==> src/rtl/hcsr04_pkg.sv <==
// Shared definitions for the HC-SR04 interface: FSM state codes,
// microsecond-to-cycle conversion and the BCD digit ceiling.
package hcsr04_pkg;

    // FSM state codes, also exported on db_estado
    typedef enum logic [3:0] {
        ST_INICIAL        = 4'd0,
        ST_PREPARACAO     = 4'd1,
        ST_ENVIA_TRIGGER  = 4'd2,
        ST_ESPERA_ECHO    = 4'd3,
        ST_MEDINDO        = 4'd4,
        ST_ARREDONDA      = 4'd5,
        ST_ARMAZENA       = 4'd6,
        ST_FINAL          = 4'd7,
        ST_ESPERA_PERIODO = 4'd8,
        ST_ERRO_TIMEOUT   = 4'd15
    } estado_t;

    // Largest value a single BCD digit may hold
    localparam logic [3:0] BCD_MAX = 4'd9;

    // Converts a time in microseconds to clock cycles at elaboration
    function automatic longint unsigned us_to_cycles(input longint unsigned us,
                                                     input longint unsigned freq);
        return (us * freq) / 64'd1_000_000;
    endfunction

endpackage

==> src/rtl/contador_cm_bcd.sv <==
// Echo-width to centimetre converter: a residual counter that wraps every
// CLKS_PER_CM cycles and a DIGITS-digit BCD counter that saturates at all 9s.
module contador_cm_bcd
    import hcsr04_pkg::*;
#(
    parameter int unsigned CLKS_PER_CM = 2941,
    parameter int unsigned DIGITS      = 3
) (
    input  logic                  clock,
    input  logic                  reset,
    input  logic                  zera,
    input  logic                  conta,
    input  logic                  arredonda,
    output logic [4*DIGITS-1:0]   valor,
    output logic                  residuo_meio
);

    localparam int RW = (CLKS_PER_CM > 1) ? $clog2(CLKS_PER_CM) : 1;
    localparam logic [RW-1:0] ULTIMO = RW'(CLKS_PER_CM - 1);
    localparam logic [RW-1:0] MEIO   = RW'(CLKS_PER_CM / 2);
    localparam logic [4*DIGITS-1:0] VALOR_MAX = {DIGITS{BCD_MAX}};

    logic [RW-1:0]     resid_reg;
    logic [3:0]        digito_reg [DIGITS];
    logic [DIGITS-1:0] carry;
    logic              incrementa;
    logic              saturado;

    assign saturado     = (valor == VALOR_MAX);
    assign incrementa   = (conta && (resid_reg == ULTIMO)) || arredonda;
    assign residuo_meio = (resid_reg >= MEIO);
    // Once saturated, neither wraps nor the round-up can move the count
    assign carry[0]     = incrementa & ~saturado;

    // Residual cycles within the current centimetre
    always_ff @(posedge clock or negedge reset) begin
        if (!reset) begin
            resid_reg <= '0;
        end else if (zera) begin
            resid_reg <= '0;
        end else if (conta) begin
            resid_reg <= (resid_reg == ULTIMO) ? '0 : resid_reg + 1'b1;
        end
    end

    genvar gi;
    generate
        for (gi = 0; gi < DIGITS; gi++) begin : g_digito
            if (gi < DIGITS - 1) begin : g_carry
                // Ripple carry into the next digit when this one rolls over
                assign carry[gi+1] = carry[gi] & (digito_reg[gi] == BCD_MAX);
            end

            // One BCD digit, rolling 9 -> 0 on carry-in
            always_ff @(posedge clock or negedge reset) begin
                if (!reset) begin
                    digito_reg[gi] <= 4'd0;
                end else if (zera) begin
                    digito_reg[gi] <= 4'd0;
                end else if (carry[gi]) begin
                    digito_reg[gi] <= (digito_reg[gi] == BCD_MAX) ? 4'd0 : digito_reg[gi] + 4'd1;
                end
            end

            assign valor[4*gi +: 4] = digito_reg[gi];
        end
    endgenerate

endmodule

==> src/rtl/interface_hcsr04_param.sv <==
// HC-SR04 interface: trigger generation, echo timing with start/length
// timeouts, rounding to the nearest cm and optional periodic measurement.
module interface_hcsr04_param
    import hcsr04_pkg::*;
#(
    parameter int unsigned CLK_FREQ_HZ     = 50_000_000,
    parameter int unsigned TRIG_US         = 10,
    parameter int unsigned CLKS_PER_CM     = 2941,
    parameter int unsigned DIGITS          = 3,
    parameter int unsigned TIMEOUT_ECHO_US = 2000,
    parameter int unsigned MAX_ECHO_US     = 65000,
    parameter int unsigned PERIODO_US      = 100000
) (
    input  logic                  clock,
    input  logic                  reset,
    input  logic                  medir,
    input  logic                  modo,
    input  logic                  echo,
    output logic                  trigger,
    output logic [4*DIGITS-1:0]   medida,
    output logic                  pronto,
    output logic                  erro,
    output logic [3:0]            db_estado
);

    localparam longint unsigned TRIG_CYC     = us_to_cycles(64'(TRIG_US), 64'(CLK_FREQ_HZ));
    localparam longint unsigned TIMEOUT_CYC  = us_to_cycles(64'(TIMEOUT_ECHO_US), 64'(CLK_FREQ_HZ));
    localparam longint unsigned MAX_ECHO_CYC = us_to_cycles(64'(MAX_ECHO_US), 64'(CLK_FREQ_HZ));
    localparam longint unsigned PERIODO_CYC  = us_to_cycles(64'(PERIODO_US), 64'(CLK_FREQ_HZ));
    localparam longint unsigned MAIOR_AUX    = (PERIODO_CYC > MAX_ECHO_CYC) ? PERIODO_CYC : MAX_ECHO_CYC;
    localparam longint unsigned MAIOR_CYC    = (MAIOR_AUX > TIMEOUT_CYC) ? MAIOR_AUX : TIMEOUT_CYC;
    localparam int CW = $clog2(MAIOR_CYC + 1);

    localparam logic [CW-1:0] TRIG_FIM     = CW'(TRIG_CYC - 1);
    localparam logic [CW-1:0] TIMEOUT_FIM  = CW'(TIMEOUT_CYC - 1);
    localparam logic [CW-1:0] MAX_ECHO_FIM = CW'(MAX_ECHO_CYC - 1);
    // Two cycles go to the preparacao hop before the next trigger rise
    localparam logic [CW-1:0] PERIODO_FIM  = CW'(PERIODO_CYC - 2);
    localparam logic [4*DIGITS-1:0] MEDIDA_MAX = {DIGITS{BCD_MAX}};

    estado_t              state_reg, state_next;
    logic [CW-1:0]        tempo_reg;
    logic [CW-1:0]        periodo_reg;
    logic [4*DIGITS-1:0]  medida_reg;
    logic [4*DIGITS-1:0]  valor;
    logic                 erro_reg, erro_longo_reg;
    logic                 trigger_reg, pronto_reg;
    logic                 echo_meta_reg, echo_sync_reg, echo_prev_reg;
    logic                 echo_sobe;
    logic                 zera, conta, arredonda, residuo_meio;

    assign echo_sobe = echo_sync_reg & ~echo_prev_reg;
    assign trigger   = trigger_reg;
    assign pronto    = pronto_reg;
    assign erro      = erro_reg;
    assign medida    = medida_reg;
    assign db_estado = state_reg;

    // Two-flop synchroniser for echo plus one more stage for edge detection
    always_ff @(posedge clock or negedge reset) begin
        if (!reset) begin
            echo_meta_reg <= 1'b0;
            echo_sync_reg <= 1'b0;
            echo_prev_reg <= 1'b0;
        end else begin
            echo_meta_reg <= echo;
            echo_sync_reg <= echo_meta_reg;
            echo_prev_reg <= echo_sync_reg;
        end
    end

    // FSM state register
    always_ff @(posedge clock or negedge reset) begin
        if (!reset) state_reg <= ST_INICIAL;
        else        state_reg <= state_next;
    end

    // Next-state and counter-control decode
    always_comb begin
        state_next = state_reg;
        zera       = 1'b0;
        conta      = 1'b0;
        arredonda  = 1'b0;
        case (state_reg)
            ST_INICIAL:       if (medir) state_next = ST_PREPARACAO;
            ST_PREPARACAO: begin
                zera       = 1'b1;
                state_next = ST_ENVIA_TRIGGER;
            end
            ST_ENVIA_TRIGGER: if (tempo_reg == TRIG_FIM) state_next = ST_ESPERA_ECHO;
            ST_ESPERA_ECHO: begin
                // The rise cycle itself is the first counted cycle of the echo
                if (echo_sobe) begin
                    conta      = 1'b1;
                    state_next = ST_MEDINDO;
                end else if (tempo_reg == TIMEOUT_FIM) begin
                    state_next = ST_ERRO_TIMEOUT;
                end
            end
            ST_MEDINDO: begin
                if (!echo_sync_reg) begin
                    state_next = ST_ARREDONDA;
                end else begin
                    conta = 1'b1;
                    if (tempo_reg == MAX_ECHO_FIM) state_next = ST_ERRO_TIMEOUT;
                end
            end
            ST_ARREDONDA: begin
                arredonda  = residuo_meio;
                state_next = ST_ARMAZENA;
            end
            ST_ARMAZENA:      state_next = ST_FINAL;
            ST_FINAL:         state_next = modo ? ST_ESPERA_PERIODO : ST_INICIAL;
            ST_ESPERA_PERIODO: begin
                if (!modo)                           state_next = ST_INICIAL;
                else if (periodo_reg >= PERIODO_FIM) state_next = ST_PREPARACAO;
            end
            ST_ERRO_TIMEOUT:  state_next = ST_FINAL;
            default:          state_next = ST_INICIAL;
        endcase
    end

    // Per-state timer and trigger-to-trigger period timer
    always_ff @(posedge clock or negedge reset) begin
        if (!reset) begin
            tempo_reg   <= '0;
            periodo_reg <= '0;
        end else begin
            if (state_next != state_reg) tempo_reg <= '0;
            else if (tempo_reg != '1)    tempo_reg <= tempo_reg + 1'b1;

            if (state_next == ST_ENVIA_TRIGGER && state_reg != ST_ENVIA_TRIGGER) periodo_reg <= '0;
            else if (periodo_reg != '1)                                          periodo_reg <= periodo_reg + 1'b1;
        end
    end

    // Result and error flag, owned by armazena / erro_timeout / preparacao
    always_ff @(posedge clock or negedge reset) begin
        if (!reset) begin
            medida_reg     <= '0;
            erro_reg       <= 1'b0;
            erro_longo_reg <= 1'b0;
        end else begin
            if (state_next == ST_ERRO_TIMEOUT && state_reg != ST_ERRO_TIMEOUT)
                erro_longo_reg <= (state_reg == ST_MEDINDO);
            case (state_reg)
                ST_PREPARACAO: erro_reg <= 1'b0;
                ST_ARMAZENA:   medida_reg <= valor;
                ST_ERRO_TIMEOUT: begin
                    erro_reg <= 1'b1;
                    if (erro_longo_reg) medida_reg <= MEDIDA_MAX;
                end
                default: ;
            endcase
        end
    end

    // Registered pin outputs decoded from the upcoming state
    always_ff @(posedge clock or negedge reset) begin
        if (!reset) begin
            trigger_reg <= 1'b0;
            pronto_reg  <= 1'b0;
        end else begin
            trigger_reg <= (state_next == ST_ENVIA_TRIGGER);
            pronto_reg  <= (state_next == ST_FINAL);
        end
    end

    contador_cm_bcd #(
        .CLKS_PER_CM (CLKS_PER_CM),
        .DIGITS      (DIGITS)
    ) u_contador (
        .clock        (clock),
        .reset        (reset),
        .zera         (zera),
        .conta        (conta),
        .arredonda    (arredonda),
        .valor        (valor),
        .residuo_meio (residuo_meio)
    );

endmodule
==> config.mk <==
export PLATFORM = sky130hd
export DESIGN_NAME = interface_hcsr04_param
export DESIGN_NICKNAME = d
export VERILOG_FILES = /design/src/rtl/hcsr04_pkg.sv /design/src/rtl/contador_cm_bcd.sv /design/src/rtl/interface_hcsr04_param.sv
export SDC_FILE = /design/constraint.sdc
export NUM_CORES = 1
export LEC_CHECK = 0
export CORE_ASPECT_RATIO = 0.9
export CORE_MARGIN = 5
export CORE_UTILIZATION = 55
export DETAILED_ROUTE_END_ITERATION = 16
export MAX_ROUTING_LAYER = met4
export PLACE_DENSITY = 0.73
export SYNTH_ARGS = -nofsm -noshare
export SYNTH_HDL_FRONTEND = slang
export SYNTH_SLANG_ARGS = --single-unit
==> constraint.sdc <==
create_clock -name clock -period 3.9 [get_ports clock]
set_input_delay 0.78 -clock clock [delete_from_list [all_inputs] [get_ports clock]]
set_output_delay 0.78 -clock clock [all_outputs]
set_load 0.01 [all_outputs]
==> impl_metrics.tcl <==
set metrics [dict create \
    cts-resized-gates 0 \
    path_cells "clkdlybuf4s50_1" \
    antenna_found_initial 0 \
    hold_path.class "flip-flop to flip-flop" \
    tightest_slew_ns 0.839 \
    yosysWarnings 0 \
    cp_slowest_stage_delay_ns 0.75 \
    final.period_utilization_pct 66.6 \
    start_kind "flip-flop" \
    final.setup_skew_ns 0.0175 \
    drtAntennaViolNets 0 \
    vdd_ir_drop_max_uv 161 \
    gp_congestion 0.933 \
    arrival_ns 1.82 \
    syn_nets 572 \
    cts_root_buf "clkbuf_8" \
    status "finished clean" \
    avgViaCountPerCell 6.05 \
    cts_buffer_depth 2 \
    cts_num_sinks 93 \
    final_cell_mix "dfrtp_1, nor2_1, nand2_1, nand3_1, o21ai_0" \
    end_kind "primary output" \
    avgSynthCellArea_um2 9.77 \
    synth_ff_type "dfrtp_1" \
    final_common_cell "dfrtp_1" \
    hpwl_mm 8.09 \
    seq_area_mm2 0.00233 \
    cts_setup_buffers 0 \
    relSlewSlack_pct 43.5 \
    critPathTopFamily "flip-flops" \
    min_period_ns 2.60 \
    fin_area_mm2 0.00589 \
    core_area_mm2 0.00966 \
    h-tree-depth 3 \
    postCtsHoldBufs 0 \
    drt_iter0_drc 362 \
    vias 4249 \
    maxCapViolations 0 \
    timing.fmax_ghz 0.385 \
    dr.pass1.iters 5 \
    grtUsageTotal_pct 21.5 \
    final_cell_count_no_fill 702 \
    syn_inst 555 \
    fp.dieW_um 115 \
    path_depth 1 \
    finalMaxSlewViolations 0 \
    drt-total-wl_mm 11.6 \
    dp.cells 686 \
    overflow 0 \
    wire_per_inst_um 16.6 \
    grt_max_degree 54 \
    yosysSeqAreaShare_pct 42.9 \
    cts_tree "done" \
    setup_viol 0 \
    hold_path_depth 0 \
    synth_area_mm2 0.00542 \
    pin_count 24 \
    critPathSlowestCell "dfrtp_1" \
    finalHoldViolCount 0 \
    crit_buf_inv 1 \
    ys_ff_latch 93 \
    grt_setup_unrepaired "false" \
    drive_above_1_share_pct 12.8 \
    grt_pass1_vias 4216 \
    multiInputGateArea_mm2 0.00289 \
    cts_made_buffers 9 \
    grt_pass1_wl_mm 20.6 \
    critPathKind "flip-flop to primary output" \
    leakage_nw 2.50 \
    rr_worst_depth 8 \
    required_ns 3.12 \
    die_area_mm2 0.0119 \
    setup_tns_ns 0 \
    initial_core_util_pct 56.1 \
    layout.nets 588 \
    async_reset_ff_share_pct 100 \
    synthToLayoutAreaGrowth_pct 8.70 \
    row_count 34 \
    fillers 832 \
    critPathMaxFanout 21 \
    portBuffers 23 \
    diodes 0 \
    place_area_mm2 0.00568 \
    clk_latency_ns 0.38 \
    die_h_um 104 \
    synth_edf_count 0 \
    clk_pin_slew_worst_paths_ns 0.11 \
    power.density_mw_per_mm2 286 \
    ys_types 74 \
    drc_errors 0 \
]
Yosys cell counts, types with 4 or more instances:
master / instances / share of area, %
a211oi_1: 4 / 0.55
a21oi_1: 22 / 2.0
a22o_1: 5 / 0.81
and2_1: 5 / 0.58
and3_1: 12 / 1.4
and4_1: 7 / 1.1
buf_4: 5 / 0.69
buf_6: 4 / 0.83
clkbuf_1: 8 / 0.55
dfrtp_1: 93 / 43
ha_1: 12 / 2.8
inv_1: 13 / 0.90
nand2_1: 46 / 3.2
nand3_1: 33 / 3.0
nand3b_1: 4 / 0.55
nand4_1: 14 / 1.6
nor2_1: 53 / 3.7
nor2b_1: 6 / 0.69
nor3_1: 13 / 1.2
nor3_2: 22 / 4.1
nor3b_1: 4 / 0.55
nor4_1: 4 / 0.46
o21ai_0: 32 / 3.0
o22a_1: 6 / 0.97
or2_2: 5 / 0.58
or3_1: 9 / 1.0
xnor2_1: 15 / 2.4
xor2_1: 26 / 4.2
area by class of cell:
cell class / count / area share [%]
Clock inverter: 6 / 1.36
Inverter: 13 / 0.828
Timing Repair Buffer: 28 / 4.50
Sequential cell: 93 / 39.5
Clock buffer: 10 / 2.17
Multi-Input combinational cell: 426 / 49.0
Tap cell: 126 / 2.68
logic make-up after synthesis:
logic type	share of synthesized area, %
AOI/OAI and AO/OA	13.0
xor gates and xnor gates	6.63
adders and majority gates	2.77
buffers and inverters	4.02
DFF	42.9
muxes	0.554
and+or+nand+nor	30.1
power breakdown:
part           leakage, nW  internal, mW  switching (mW)
Sequential            1.26         0.965         0.00149
Clock                0.100         0.308           0.385
Combinational         1.14       0.00622          0.0214
Total                 2.50          1.28           0.408
path summary, 6_finish.rpt:
| path | slack [ns] | start | end |
|---|---|---|---|
| worst max register to register | 1.43 | tempo_reg[1] | tempo_reg[11] |
| worst min register to register | 0.36 | echo_meta_reg | echo_sync_reg |
| worst max-delay path | 1.30 | db_estado[1] | db_estado[1] |
| worst min-delay path | 0.36 | echo_meta_reg | echo_sync_reg |
| min in group asynchronous | 0.41 | reset | u_contador.resid_reg[2] |
| max in group asynchronous | 2.72 | reset | tempo_reg[0] |
through the flow:
stage          util [%]  hold WS, ns  setup WS [ns]  total power, mW
2_1_floorplan         -        0.331           1.73            0.989
3_3_place_gp       58.9        0.336           1.05             1.01
3_5_place_dp       58.9        0.338           1.02             1.02
4_1_cts            61.0        0.360           1.31             1.70
5_1_grt            61.0        0.367           1.20             1.74
6_report           61.0        0.356           1.30             1.69
layer usage:
| layer | global-route usage [%] | vias up | part of all wire (%) |
|---|---|---|---|
| met3 | 4.65 | 12 | 4.4 |
| met5 | - | - | 0 |
| met1 | 29.5 | 2107 | 47 |
| met2 | 32.5 | 80 | 48 |
| met4 | 5.68 | 0 | 1.0 |
| li1 | - | 2050 | - |
Power figures use the tool's default switching activity.
